===== config.mk =====
export PLATFORM = sky130hd
export DESIGN_NAME = sc_add_sequencer
export DESIGN_NICKNAME = d
export VERILOG_FILES = /design/src/rtl/sc_add_sequencer.sv
export SDC_FILE = /design/constraint.sdc
export NUM_CORES = 1
export LEC_CHECK = 0
export ABC_AREA = 1
export CAP_MARGIN = 20
export CELL_PAD_IN_SITES_DETAIL_PLACEMENT = 2
export CELL_PAD_IN_SITES_GLOBAL_PLACEMENT = 2
export CORE_ASPECT_RATIO = 0.5
export CORE_MARGIN = 2
export CORE_UTILIZATION = 32
export CTS_CLUSTER_SIZE = 30
export DETAILED_ROUTE_END_ITERATION = 12
export PLACE_DENSITY = 0.86
export SYNTH_ARGS = -nofsm -noshare
export SYNTH_HDL_FRONTEND = slang
export SYNTH_SLANG_ARGS = --single-unit

===== constraint.sdc =====
create_clock -name clk -period 2.9 [get_ports clk]
set_input_delay 0.58 -clock clk [delete_from_list [all_inputs] [get_ports clk]]
set_output_delay 0.58 -clock clk [all_outputs]
set_load 0.03 [all_outputs]

===== src/rtl/sc_add_sequencer.sv =====
// Sequencer for one stochastic scaled add on an external mux adder (out = sel ? y : x).
// Optional abort of a running stream is enabled by defining SC_ADD_ABORT_EN.
module sc_add_sequencer #(
  parameter int WIDTH = 8
) (
  input  logic             clk,
  input  logic             rst,
  input  logic             start,
  input  logic [WIDTH-1:0] x_val,
  input  logic [WIDTH-1:0] y_val,
  input  logic             abort,
  output logic             ready,
  output logic             busy,
  output logic             done,
  output logic [WIDTH:0]   result,
  output logic             sc_x,
  output logic             sc_y,
  output logic             sc_sel,
  input  logic             sc_out
);

  typedef enum logic [1:0] {IDLE, RUN, DONE} state_t;

  state_t           r_state, w_next;
  logic [WIDTH:0]   r_cnt, r_acc, r_result, w_sum;
  logic [WIDTH-1:0] r_xr, r_yr, w_rev;
  logic             w_run, w_last, w_abort;

`ifdef SC_ADD_ABORT_EN
  assign w_abort = abort;
`else
  logic w_unused_abort;
  assign w_unused_abort = abort;
  assign w_abort        = 1'b0;
`endif

  assign w_run  = (r_state == RUN);
  assign w_last = &r_cnt;
  assign w_sum  = r_acc + {{WIDTH{1'b0}}, sc_out};

  // r = bit-reverse of k = cnt[WIDTH:1]; so r[i] = cnt[WIDTH-i]
  always_comb begin
    w_rev = '0;
    for (int unsigned i = 0; i < WIDTH; i++) begin
      w_rev[i] = r_cnt[WIDTH-i];
    end
  end

  assign sc_sel = w_run & r_cnt[0];
  assign sc_x   = w_run & (r_xr > w_rev);
  assign sc_y   = w_run & (r_yr > w_rev);

  assign ready  = (r_state == IDLE);
  assign busy   = w_run;
  assign done   = (r_state == DONE);
  assign result = r_result;

  always_comb begin
    w_next = r_state;
    case (r_state)
      IDLE:    if (start) w_next = RUN;
      RUN: begin
        if (w_abort)     w_next = IDLE;
        else if (w_last) w_next = DONE;
      end
      DONE:    w_next = IDLE;
      default: w_next = IDLE;
    endcase
  end

  always_ff @(posedge clk) begin
    if (rst) begin
      r_state  <= IDLE;
      r_cnt    <= '0;
      r_acc    <= '0;
      r_result <= '0;
      r_xr     <= '0;
      r_yr     <= '0;
    end else begin
      r_state <= w_next;
      case (r_state)
        IDLE: begin
          if (start) begin
            r_xr  <= x_val;
            r_yr  <= y_val;
            r_cnt <= '0;
            r_acc <= '0;
          end
        end
        RUN: begin
          if (w_abort) begin
            r_cnt <= '0;
            r_acc <= '0;
          end else begin
            r_cnt <= r_cnt + (WIDTH+1)'(1);
            r_acc <= w_sum;
            if (w_last) r_result <= w_sum;
          end
        end
        default: ;
      endcase
    end
  end

endmodule


* Yosys cells after proc, flatten, opt, wreduce, memory -nomap -nowiden
Index checks and enable logic that the tools add are counted.
** Word-level totals
- Register bits after elaboration :: 45
- Bits of input ports :: 21
- Output and inout port bits :: 15
- Word-level logic and storage cells :: 30
** Operators by class
- $add $sub $neg :: 2
- Order comparisons :: 2
- Equality and inequality tests :: 4
- Multiplexer cells :: 6
- Bitwise gates (word level) :: 3
- Reduce and logical (&&, ||, !) cells :: 7
** Operators by type and width (count)
- $pmux W9 S2 :: 2
- $gt A8 B8 Y1 :: 2
- $reduce_and A10 Y1 :: 1
- $add A9 B1 Y9 :: 1
- $add A9 B1 Y9 const B :: 1
- $mux W9 :: 1
- $reduce_and A9 Y1 :: 1
- $reduce_and A2 Y1 :: 3
- $mux W2 :: 2
- $pmux W2 S2 :: 1
- $and A1 B1 Y1 :: 3
- $eq A2 B1 Y1 const B :: 1
- $eq A2 B2 Y1 const B :: 1
- $logic_not A2 Y1 :: 1
- $ne A2 B1 Y1 const B :: 1
- $ne A2 B2 Y1 const B :: 1
- $reduce_bool A2 Y1 :: 1

* Depth between registers and ports, before layout
- Depth after elaboration :: 3
- Depth in mapped cells :: 9
- Mapped depth without buffers :: 9

* Worst setup path before layout
OpenSTA, ideal clock, no wires.
- Kind :: reg2out
- Start :: register r_cnt[7]
- End :: output port sc_x
- Arrival time :: 1.548 ns
- Data required time :: 2.320 ns
- Path slack :: 0.772 ns
- Stages on the path, launching flop included :: 9
- Path buffers :: 0
- Cells stage by stage :: dfxtp_1 inv_1 ha_1 inv_1 nor2_1 o21ai_0 nand2_1 nand2_1 a21oi_1
** On the way
- Cells in the longest elaborated chain, start to end :: 2
** RTL lines
- from (decl) :: RTL line 25 : logic [WIDTH:0] r_cnt, r_acc, r_result, w_sum;
- from (signal assigned) :: RTL line 95 : r_cnt <= r_cnt + (WIDTH+1)'(1);
- $gt A8 B8 Y1 :: RTL line 50 : assign sc_x = w_run & (r_xr > w_rev);
- $and A1 B1 Y1 :: RTL line 50
- to (decl) :: RTL line 16 : output logic sc_x,
Every way passes these cells.

* Final worst setup path
Same ends and word-level chain as after synthesis.

==> flow_summary.yaml <==
outcome:
  status: "completed"
clocking:
  cts-resized-gates: 2
  cts_tree: "built"
  cts_hold_buf: 0
  cts_setup_buffers: 0
  cts_buffers: 5
  root_buffer: "clkbuf_16"
  clkTransAtPathRegs_ns: 0.06
  htreeDepth: 2
  cts_num_sinks: 45
  clk_latency_ns: 0.29
  clock_path_buffers: 2
die:
  die-area_mm2: 0.00841
  initial_core_util_pct: 33.2
  die_width_um: 128
  die_h_um: 65.8
  rows: 22
  core_area_mm2: 0.00738
  io_pins: 36
logic_synthesis:
  synth_top_area_share_pct: 36.8
  synth_nets: 393
  netlist_top_cells_area: "dfxtp_1 37%, nand2_1 14%, ha_1 10%"
  synth_cell_types: 24
  yosys_warnings: 0
  yosysTopAreaCell: "dfxtp_1"
  avgSynthCellArea_um2: 6.95
  netlist_area_mm2: 0.00245
  synth_cells: 352
  synth_seq_cells: 45
  synth-seq-area-share_pct: 36.8
layout:
  drive_gt1_share_pct: 6.23
  diodes: 0
  fillCellCount: 889
  fin_nets: 425
  syn2layout_area_growth_pct: 23.1
pwr:
  p_int_mw: 1.09
  switching_power_mw: 0.405
  leakagePower_nw: 1.24
  pwr-share-comb_pct: 14.9
  p_sw_share_pct: 27.1
  pwr-share-clk_pct: 41.1
  power_density_mw_per_mm2: 496
  pwr-share-seq_pct: 44.0
  peakVddDrop_mv: 0.231
sta:
  fmax_ghz: 0.364
  hold_ws_ns: 0.471
  skew_ns: 0.00478
  period_minus_slack_ns: 2.75
  finalCritPeriodShare_pct: 94.7
  setup_violations: 0
  worst_slack_ns: 0.153
  tns_ns: 0
  finalHoldViolCount: 0
  tightest_slew_ns: 0.744
  relSlewSlack_pct: 50.4
  slew_viol_final: 0
  rsz0062_at_grt: "false"
global_routing:
  antenna_found_initial: 0
  grt_pass1_wl_um: 13500
  grt_pass1_vias: 2743
  grt_overflow_total: 0
  grt_util_all_layers_pct: 21.1
  grt_max_degree: 26
place:
  numPortBuffers: 34
  place_ws_ns: 0.194
  dp_hpwl_um: 5620
  place_congestion: 0.795
worst_setup_path:
  worstPathCellList: "inv_1, ha_1, inv_1, nor2_1, o21ai_0, nand2_1, nand2_1, a21oi_1, dlygate4sd2_1"
  cp.required_ns: 2.32
  arrival_ns: 2.17
  cp_top_family: "buffers and inverters"
  end_kind: "output pin"
  slowest_stage: "dfxtp_1"
  critPathLaunchType: "register"
  max_stage_delay_ns: 0.45
  timing.critical_path.buf_inv: 3
  crit_type: "reg2out"
  crit_fanout: 5
worst_hold_path:
  min_path_type: "reg2reg"
detailed_routing:
  dr.first_iter.drc_count: 120
  drt_pre_antenna_iters: 4
  num_vias: 2445
  viasPerCell: 5.08
  routed_wl_um: 8100
  drcViolationCount: 0
  wl_per_cell_um: 16.8
  ant_nets: 0
flow_run:
  maxCapViolations: 0
## Yosys cell counts
cell type	number
inv_1	34
nand2_1	94
inv_4	2
buf_2	5
o21ai_0	24
buf_6	1
nor2_8	1
a21oi_1	32
nand4_1	5
nor2_2	2
ha_1	20
nor2_1	52
nor2_4	3
nand3_1	17
clkbuf_1	3
dfxtp_1	45
nand2_4	1
nor3_1	2
nand4_4	1
o21a_1	2
a21oi_2	1
nand2_2	3
o21ai_1	1
buf_4	1
## kinds of logic (layout without fill, tap and decap cells)
kind of cell | count (synthesis) | after routing | synth area share, %
and+or+nand+nor | 181 | 181 | 32.4
AOI/OAI and AO/OA | 60 | 60 | 12.6
buffers and inverters | 46 | 79 | 7.98
DFF | 45 | 45 | 36.8
adders and majority gates | 20 | 20 | 10.2
## power groups by stage
stage	clock (mW)	sequential, mW	combinational (mW)
floorplan	0	0.664	0.136
global placement	0	0.667	0.194
detailed placement	0	0.669	0.212
CTS	0.623	0.656	0.226
global route	0.646	0.658	0.247
finish	0.614	0.656	0.222
## area by class of cell
type	instances	area (µm²)	area share, %
Clock buffer	7	153	5.07
Clock inverter	1	5.00	0.166
Inverter	36	140	4.65
Multi-Input combinational cell	261	1350	44.9
Sequential cell	45	901	29.9
Tap cell	96	120	3.99
Timing Repair Buffer	35	342	11.3
## through the flow
| stage | cell area, µm² | power [mW] | util (%) | std cells |
|---|---|---|---|---|
| final | 3010 | 1.49 | 40.8 | 481 |
| after global routing | 3010 | 1.55 | 40.8 | 481 |
| after CTS | 3020 | 1.51 | 40.9 | 481 |
| after detailed placement | 2860 | 0.882 | 38.8 | 473 |
| after global placement | 2860 | 0.861 | 38.8 | 473 |
| after floorplan | 2450 | 0.800 | - | 352 |
## final timing paths
check                          from                endpoint  slack [ns]  depth (start not counted)
max           r_cnt[7]$_SDFFE_PP0P_                    sc_x        0.15                          9
min          result[0]$_SDFFE_PP0P_  result[0]$_SDFFE_PP0P_        0.47                          2
max reg2reg   r_acc[0]$_SDFFE_PP0P_  result[8]$_SDFFE_PP0P_        1.22                          9
min reg2reg  result[0]$_SDFFE_PP0P_  result[0]$_SDFFE_PP0P_        0.47                          2
## flip-flops by register name, indices dropped and copies added, names as in the netlist
name,count
result,9
r_yr,8
r_cnt,9
r_acc,9
r_state,2
r_xr,8
## per-layer routing
metal	up-vias	global-route usage (%)	part of all wire [%]
li1	1195	-	-
met1	1207	22.5	42
met2	30	42.3	54
met3	13	3.80	2.1
met4	0	7.55	1.9
met5	-	0	0
## cell usage in the layout (no fill, tap or decap)
master and n:
o21a_1 2, ha_1 20, inv_4 2, nor2_1 52, nor2_8 1, clkbuf_8 2
dlygate4sd2_1 1, nand2_4 1, nand2_2 3, clkdlybuf4s50_1 32, inv_1 34, clkinv_2 1
a21oi_2 1, dfxtp_1 45, nor2_4 3, nand3_1 17, clkbuf_2 1, o21ai_0 24
nand4_1 5, nand4_4 1, nor2_2 2, clkbuf_16 5, nand2_1 94, buf_4 1
nor3_1 2, a21oi_1 32, o21ai_1 1
## worst min-delay path, delay by kind of cell (launching register included)
kind | cells | cell delay (ns)
compound gates | 1 | 0.05
flops | 1 | 0.31
simple gates | 1 | 0.06
Power figures use the tool's default switching activity.
